$ cat config.mk
export PLATFORM = sky130hd
export DESIGN_NAME = wr_txn_guard_mc
export DESIGN_NICKNAME = d
export VERILOG_FILES = /design/src/rtl/wr_txn_guard_mc.sv
export SDC_FILE = /design/constraint.sdc
export NUM_CORES = 1
export LEC_CHECK = 0
export ABC_AREA = 1
export CORE_AREA = 2 2 233 235
export CTS_BUF_LIST = sky130_fd_sc_hd__clkbuf_16
export DETAILED_ROUTE_END_ITERATION = 10
export DIE_AREA = 0 0 235 237
export SETUP_SLACK_MARGIN = 0.2
export SKIP_LAST_GASP = 1
export SLEW_MARGIN = 20
export SYNTH_ARGS = -nofsm -noshare
export SYNTH_HDL_FRONTEND = slang
export SYNTH_SLANG_ARGS = --single-unit
export TNS_END_PERCENT = 100
$ cat constraint.sdc
create_clock -name clk_i -period 6.7 [get_ports clk_i]
set_clock_uncertainty 0.05 [all_clocks]
set_input_delay 1.34 -clock clk_i [delete_from_list [all_inputs] [get_ports clk_i]]
set_output_delay 1.34 -clock clk_i [all_outputs]
set_load 0.005 [all_outputs]
$ cat src/rtl/wr_txn_guard_mc.sv
// wr_txn_guard_mc: passive AXI write-path monitor with per-entry phase tracking,
// budget timeouts, first-error capture and sticky interrupt / reset request.
module wr_txn_guard_mc #(
   parameter int MaxWrTxns = 8,
   parameter int IdWidth   = 4,
   parameter int LenWidth  = 8,
   parameter int CntWidth  = 10
) (
   input  logic                        clk_i,
   input  logic                        rst_ni,
   input  logic                        aw_valid_i,
   input  logic                        aw_ready_i,
   input  logic [IdWidth-1:0]          aw_id_i,
   input  logic [LenWidth-1:0]         aw_len_i,
   input  logic                        w_valid_i,
   input  logic                        w_ready_i,
   input  logic                        w_last_i,
   input  logic                        b_valid_i,
   input  logic                        b_ready_i,
   input  logic [IdWidth-1:0]          b_id_i,
   input  logic [CntWidth-1:0]         budget_aw_i,
   input  logic [CntWidth-1:0]         budget_w_i,
   input  logic [CntWidth-1:0]         budget_b_i,
   input  logic [CntWidth-1:0]         budget_brdy_i,
   input  logic                        rst_en_i,
   input  logic                        clear_i,
   output logic                        irq_o,
   output logic                        reset_req_o,
   output logic [2:0]                  err_code_o,
   output logic [IdWidth-1:0]          err_id_o,
   output logic [$clog2(MaxWrTxns):0]  outstanding_o
);
   localparam int PW = $clog2(MaxWrTxns);
   localparam int LW = CntWidth + LenWidth + 1;
   typedef enum logic [1:0] {FREE, WAIT_W, WAIT_B, WAIT_BRDY} st_e;
   st_e                 st   [MaxWrTxns];
   logic [IdWidth-1:0]  ids  [MaxWrTxns];
   logic [LenWidth-1:0] lens [MaxWrTxns];
   logic [CntWidth-1:0] cnt  [MaxWrTxns];
   logic [CntWidth-1:0] aw_cnt;
   logic [PW-1:0]       a_ptr, w_ptr, b_sel, idx;
   logic                irq, rreq;
   logic [2:0]          code, n_code;
   logic [IdWidth-1:0]  eid, n_id, b_eid, r_eid;
   logic [PW:0]         outs;
   logic [LW-1:0]       w_lim;
   logic aw_hs, w_hs, b_hs, alloc, ovf, w_act, w_done, stray, b_hit, unm, free_b;
   logic e_aw, e_w, e_b, e_brdy;
   function automatic logic [CntWidth-1:0] inc(input logic [CntWidth-1:0] c);
      return c + CntWidth'(c != '1);
   endfunction
   always_comb begin
      aw_hs  = aw_valid_i && aw_ready_i;
      w_hs   = w_valid_i && w_ready_i;
      b_hs   = b_valid_i && b_ready_i;
      alloc  = aw_hs && st[a_ptr] == FREE;
      ovf    = aw_hs && st[a_ptr] != FREE;
      w_act  = st[w_ptr] == WAIT_W;
      w_done = w_hs && w_last_i && w_act;
      stray  = w_hs && !w_act;
      w_lim  = LW'(budget_w_i) * (LW'(lens[w_ptr]) + LW'(1));
      e_aw   = budget_aw_i != '0 && aw_cnt >= budget_aw_i;
      e_w    = w_act && budget_w_i != '0 && LW'(cnt[w_ptr]) >= w_lim;
      b_hit  = 1'b0;
      b_sel  = '0;
      idx    = '0;
      // oldest-first: scan circularly starting at the allocation pointer
      for (int k = 0; k < MaxWrTxns; k++) begin
         idx = a_ptr + PW'(k);
         if (b_valid_i && !b_hit && (st[idx] == WAIT_B || st[idx] == WAIT_BRDY) && ids[idx] == b_id_i) begin
            b_hit = 1'b1;
            b_sel = idx;
         end
      end
      free_b = b_hs && b_hit;
      unm    = b_hs && !b_hit;
      e_b    = 1'b0;
      e_brdy = 1'b0;
      b_eid  = '0;
      r_eid  = '0;
      for (int i = MaxWrTxns - 1; i >= 0; i--) begin
         if (st[i] == WAIT_B && budget_b_i != '0 && cnt[i] >= budget_b_i) begin
            e_b   = 1'b1;
            b_eid = ids[i];
         end
         if (st[i] == WAIT_BRDY && budget_brdy_i != '0 && cnt[i] >= budget_brdy_i) begin
            e_brdy = 1'b1;
            r_eid  = ids[i];
         end
      end
      n_code = e_aw ? 3'd1 : e_w ? 3'd2 : e_b ? 3'd3 : e_brdy ? 3'd4 :
               ovf ? 3'd5 : stray ? 3'd6 : unm ? 3'd7 : 3'd0;
      n_id   = e_aw ? '0 : e_w ? ids[w_ptr] : e_b ? b_eid : e_brdy ? r_eid :
               ovf ? aw_id_i : stray ? '0 : b_id_i;
   end
   always_ff @(posedge clk_i or negedge rst_ni) begin
      if (!rst_ni) begin
         for (int i = 0; i < MaxWrTxns; i++) begin
            st[i]   <= FREE;
            ids[i]  <= '0;
            lens[i] <= '0;
            cnt[i]  <= '0;
         end
         {aw_cnt, a_ptr, w_ptr, irq, rreq, code, eid, outs} <= '0;
      end else if (clear_i) begin
         for (int i = 0; i < MaxWrTxns; i++) begin
            st[i]   <= FREE;
            ids[i]  <= '0;
            lens[i] <= '0;
            cnt[i]  <= '0;
         end
         {aw_cnt, a_ptr, w_ptr, irq, rreq, code, eid, outs} <= '0;
      end else begin
         for (int i = 0; i < MaxWrTxns; i++) begin
            if (st[i] == FREE) begin
               if (alloc && a_ptr == PW'(i)) begin
                  st[i]   <= WAIT_W;
                  ids[i]  <= aw_id_i;
                  lens[i] <= aw_len_i;
                  cnt[i]  <= '0;
               end
            end else if (st[i] == WAIT_W) begin
               if (w_ptr == PW'(i)) begin
                  st[i]  <= w_done ? WAIT_B : WAIT_W;
                  cnt[i] <= w_done ? '0 : inc(cnt[i]);
               end
            end else if (st[i] == WAIT_B) begin
               if (b_hit && b_sel == PW'(i)) begin
                  st[i]  <= b_ready_i ? FREE : WAIT_BRDY;
                  cnt[i] <= '0;
               end else cnt[i] <= inc(cnt[i]);
            end else begin
               if (free_b && b_sel == PW'(i)) begin
                  st[i]  <= FREE;
                  cnt[i] <= '0;
               end else if (!b_ready_i) cnt[i] <= inc(cnt[i]);
            end
         end
         aw_cnt <= (aw_valid_i && !aw_ready_i) ? inc(aw_cnt) : '0;
         a_ptr  <= a_ptr + PW'(alloc);
         w_ptr  <= w_ptr + PW'(w_done);
         outs   <= outs + (PW+1)'(alloc) - (PW+1)'(free_b);
         if (!irq && n_code != 3'd0) begin
            irq  <= 1'b1;
            rreq <= rst_en_i;
            code <= n_code;
            eid  <= n_id;
         end
      end
   end
   assign irq_o         = irq;
   assign reset_req_o   = rreq;
   assign err_code_o    = code;
   assign err_id_o      = eid;
   assign outstanding_o = outs;
endmodule

Word level (Yosys, flattened, before mapping)
Index checks and enable logic that the tools add are counted.
{"block": "op_classes", "add_sub_neg": 21, "mul": 1, "order_cmp": 27, "n_eq_ne": 111, "muxes": 300, "n_bitwise": 9, "reduce_logical": 180}
{"op": "10-bit 2-to-1 mux", "count": 76}
{"op": "4-bit 2-to-1 mux", "count": 59}
{"op": "10-bit greater-or-equal comparator", "count": 17}
{"op": "2-bit 2-to-1 mux", "count": 76}
{"op": "8-bit 2-to-1 mux", "count": 18}
{"op": "4-bit binary-select mux with 3-bit select", "count": 9}
{"op": "1-bit logical AND", "count": 94}
{"op": "10-bit by 1-bit adder with 10-bit output", "count": 9}
{"op": "10-bit inequality test (second input constant)", "count": 9}
{"op": "80-bit 2-to-1 mux", "count": 1}
{"op": "2-bit equality test (second input constant)", "count": 32}
{"op": "64-bit 2-to-1 mux", "count": 1}
{"op": "3-bit 2-to-1 mux", "count": 19}
{"op": "2-bit binary-select mux with 3-bit select", "count": 9}
{"op": "6-bit by 1-bit inequality test with 1-bit output (second input constant)", "count": 8}
{"op": "5-bit by 2-bit inequality test with 1-bit output (second input constant)", "count": 8}
{"op": "10-bit nonzero test", "count": 4}
{"op": "5-bit nonzero test", "count": 8}
{"op": "3-bit equality test (second input constant)", "count": 12}
{"op": "4-bit greater-or-equal comparator (second input constant)", "count": 9}
{"op": "3-bit inverter with 4-bit output", "count": 9}
{"op": "2-bit nonzero test", "count": 18}
{"op": "4-bit equality test", "count": 8}
{"op": "32-bit 2-to-1 mux", "count": 1}
{"op": "other kinds (26)", "count": 135}
{"block": "totals", "register_bits": 221, "in_bits": 67, "output_inout_bits": 13, "wordCells": 689}

Longest topological paths before layout
{"block": "depth", "depth_word": 57, "depth_mapped": 47, "mapped_depth_nobuf": 45}

Worst setup path before layout
Ideal clock, no wire load.
{"block": "synth_path", "path_kind": "reg-to-reg", "startpoint": "register w_ptr[1]", "endpoint": "register code[0], in the netlist err_code_o[0]", "setup_time_ps": 118, "arrival_time_ps": 6942, "t_required_ps": 6532, "setup_slack_ps": -410, "stages_incl_launch_ff": 40, "path_buffers": 2, "synth_period_minus_slack_ps": 7110, "cell_sequence": "dfrtp_1 -> clkbuf_1 -> nand2_1 -> inv_1 -> clkbuf_1 -> a22oi_1 -> nand2_1 -> nor2_1 -> a31oi_1 -> ha_1 -> nand2_1 -> nor2_1 -> nand4_1 -> nor2_1 -> nand2_1 -> fa_1 -> fa_1 -> inv_1 -> [... 4 more ...] -> o21bai_1 -> a31oi_1 -> xor2_1 -> ha_1 -> and2_1 -> nand4_1 -> o21ai_0 -> nand4_1 -> nor2_1 -> nand3_1 -> nand2_1 -> clkinv_1 -> nand2_1 -> nand2_1 -> nand4_2 -> nand2_2 -> nand3_1 -> nand2_1"}
{"block": "synth_via", "elab_chain_cells": 16, "elab_cells_between_ends": 29, "classes_between": "1 x add/sub; 1 x mul; 1 x order compare; 1 x eq/ne; 17 x mux; 1 x bitwise; 7 x reduce/logical"}
{"element": "start, declared", "line": "41", "source": "logic [PW-1:0] a_ptr, w_ptr, b_sel, idx;"}
{"element": "start signal, assigned", "line": "141", "source": "w_ptr <= w_ptr + PW'(w_done);"}
{"element": "3-bit inverter with 4-bit output (implied by the code) *", "line": "58, 61, 63"}
{"element": "branches (longest 10 deep; another with 10-bit by 9-bit multiplier with 19-bit output)"}
{"element": "3-bit 2-to-1 mux * (2 in series)", "line": "91", "source": "n_code = e_aw ? 3'd1 : e_w ? 3'd2 : e_b ? 3'd3 : e_brdy ? 3'd4 :"}
{"element": "3-bit nonzero test", "line": "143", "source": "if (!irq && n_code != 3'd0) begin"}
{"element": "1-bit logical AND", "line": "143"}
{"element": "2-bit nonzero test (no source line)"}
{"element": "end signal, assigned", "line": "146", "source": "code <= n_code;"}
{"element": "end, declared", "line": "43", "source": "logic [2:0] code, n_code;"}
Every way passes the cells marked *. The select of a mux whose other input is x is not followed.
A chain may end at the register's enable or synchronous reset.

Worst setup path in the final report
{"block": "layout_path", "startpoint": "register w_ptr[0]", "endpoint": "register code[2], in the netlist err_code_o[2]"}
Same word-level chain as after synthesis.

==> summary.txt <==
Outcome
  – Outcome: complete, but fails checks
  – Violations in the final reports: setup timing

Finish
  – Antenna cells: 0
  – Most common cell after layout, fill and taps aside: nand2_1
  – Design area: 27,700 um^2
  – Utilization after layout: 52.0%
  – Fin cells: 4,375
  – Nets: 4,036
  – Area Overhead vs Synth: 16.7%
  – Most frequent cells in the layout: nand2_1 (925), inv_1 (390), nand3_1 (330)
  – Share of layout cells above drive strength 1: 10.3%

Setup path
  – Worst path required time: 7170 ps
  – Buf+Inv Stages, Crit Path: 9
  – Worst R2R Start: w_ptr[0]
  – Crit path kind: reg -> reg
  – Crit. End Element: register
  – Critical path's largest stage delay: 520 ps
  – Crit path launch: w_ptr[0]
  – Reg2reg setup slack: -240 ps
  – CP Launch Type: register
  – Worst R2R Path Depth: 40
  – Slowest-stage cell, CP: fa_1
  – Reg-to-reg critical path endpoint: err_code_o[2]
  – Delay-heaviest family, CP: adder cells
  – CP max FO: 7
  – Critical Path AT: 7410 ps

Power
  – PwrDens: 295 nW/um^2
  – Worst vdd ir: 0.362 mV
  – Total power draw: 8.18 mW
  – Leakage: 13.8 nW

Routing
  – Remaining antenna violation count: 0
  – Vias per inst: 5.77
  – Routed len/inst: 20.4 um
  – Final WL: 89,300 um
  – Drt drc: 0
  – Initial DRC count: 2,200
  – Via count: 25,200
  – First-pass DRT Iterations: 8

STA
  – Minimum clock period: 6940 ps
  – Final worst slack: -241 ps
  – Actual slew at the worst max-slew pin: 1000 ps
  – Hold Vio Cnt, Final: 0
  – Slew Limit Fails: 0
  – Final setup violation count: 9
  – RSZ-0062 raised after global routing: yes
  – FMAX: 144 MHz
  – Tcrit/Tclk final: 104%
  – Slew headroom: 32.2%

Clock network
  – CTS Hold Buffers Added: 0
  – Clock latency on the worst-skew pair: 590 ps
  – Clock buffer depth: 3
  – Total clock sinks: 221
  – CTS tree: built
  – Total CTS buffers: 28
  – CTS Root Cell: clkbuf_16
  – CTS H-tree depth: 1
  – Clock Pin Slew Worst Setup and Hold Paths: 60 ps

Hold path
  – Hold Path Cell Cnt: 2
  – Hold worst-path end: lens[31]
  – Hold wc startpoint: lens[31]
  – Worst hold-check path type: reg -> reg

Global routing
  – Initial antenna violation count: 1
  – Met3 global-route usage: 4.49%
  – First-pass GRT wire length: 139,000 um
  – Vias in the first global route: 24,500
  – Global-route met1 utilization: 41.0%
  – Busiest grt layer: met2
  – Grt ovf: 0
  – Met2 usage: 51.3%
  – Pin count of the biggest net entering global routing: 114
  – Total track usage: 31.7%

Synthesis
  – Number of enable flip-flop cells after synthesis: 0
  – Synth Register Bits: 221
  – Cell variety after synth: 64
  – Register area share after synthesis: 23.3%
  – Post-Synthesis Cells: 3,479
  – Yosys top cell area share: 23.3%
  – Post-synth top area cell: dfrtp_1
  – Mapped cell area: 23,700 um^2
  – Synth Flop Type: dfrtp_1
  – Yosys Warn Count: 0
  – Post-synthesis async set-or-reset flop share: 100%
  – Post-synthesis area per instance: 6.82 um^2
  – Syn_nets: 3,858
  – Largest cells by area after synthesis: dfrtp_1 (23%), nand2_1 (15%), ha_1 (13%)

Placed design
  – Port Buffer Count: 79
  – Dpl cells: 4,290
  – Post-DP HPWL: 67,100 um
  – Placed Area: 26,100 um^2
  – Gp weighted congestion: 1.01

Die
  – IO Count: 80
  – Die Height: 237 um
  – Core Area: 53,300 um^2
  – Std-Cell Rows: 85
  – Die area: 55,700 um^2
  – Initial core utilization: 44.5%
  – DIE WIDTH: 235 um

Job
  – Max_cap viols: 0
-- through the flow --
step           TNS [ps]  hold slack, ps  worst slack (ps)
5_1_grt           -5130             462              -603
6_report          -1990             438              -241
2_1_floorplan         0             403               203
3_3_place_gp      -2940             420              -337
4_1_cts           -1330             440              -164
3_5_place_dp      -5320             425              -611
-- where the power goes --
part | total (mW) | switching [mW] | leakage, nW | internal, mW
sequential | 1.87 | 0.337 | 2.97 | 1.54
combinational | 4.76 | 2.67 | 10.4 | 2.09
clock | 1.54 | 0.630 | 0.467 | 0.908
total | 8.18 | 3.64 | 13.8 | 4.53
-- layer usage --
metal  wire, um  share of wire (%)
met5          0                  0
met4       5560                6.2
met3       6150                6.9
met2      40000                 45
met1      37600                 42
-- state kept, by name, indices dropped and copies added (netlist names) --
register,cells
ids,32
w_ptr,3
outstanding_o,4
cnt,80
aw_cnt,10
reset_req_o,1
err_code_o,3
a_ptr,3
err_id_o,4
lens,64
st,16
irq_o,1
-- worst register-to-register path, delay by kind of cell, from the launching register on --
family / cells / cell delay, ps
fa+ha+maj: 6 / 2520
simple gates: 19 / 2250
buf+inv: 9 / 830
compound gates: 5 / 590
flops: 1 / 480
xor+xnor: 1 / 160
-- cells in the mapped netlist, types with 34 or more instances --
cell / instances
o22ai_1: 44
clkbuf_1: 65
inv_1: 400
o21ai_1: 37
nor3_1: 34
o21ai_0: 224
dfrtp_1: 221
nor2_1: 272
nand2_1: 947
nand3_1: 338
a21oi_1: 113
nand4_1: 98
fa_1: 58
ha_1: 254
xor2_1: 61
-- worst max path at each step --
stage | cells after the start | to
finish | 40 | err_code_o[2]
global route | 40 | err_code_o[2]
CTS | 36 | err_code_o[2]
detailed placement | 38 | irq_o
global placement | 38 | irq_o
floorplan | 40 | irq_o
-- layout make-up --
type,instances,area [um^2]
timing repair buffer,255,2180
multi-input combinational,2735,16600
fill,5288,25600
inverter,416,1600
sequential,221,5530
clock inverter,24,218
tap,696,871
clock buffer,28,701
-- what timing repair did --
item / in CTS / in global routing
endpoints found under the setup margin: 9 / 9
gates cloned: 1 / 0
resized for setup: 56 / 59
pin swaps: 43 / 56
hold endpoints to repair: 0 / 0
buffers inserted: 18 / 14
-- kinds of logic after synthesis --
| kind of cell | Yosys count | synth area share (%) |
|---|---|---|
| XOR/XNOR | 72 | 2.66 |
| AO/OA/AOI/OAI | 554 | 13.6 |
| AND/OR/NAND/NOR | 1796 | 33.3 |
| adder cells (fa/ha/maj) | 312 | 18.3 |
| flip-flops | 221 | 23.3 |
| buffers and inverters | 524 | 8.87 |
Power figures use the tool's default switching activity.
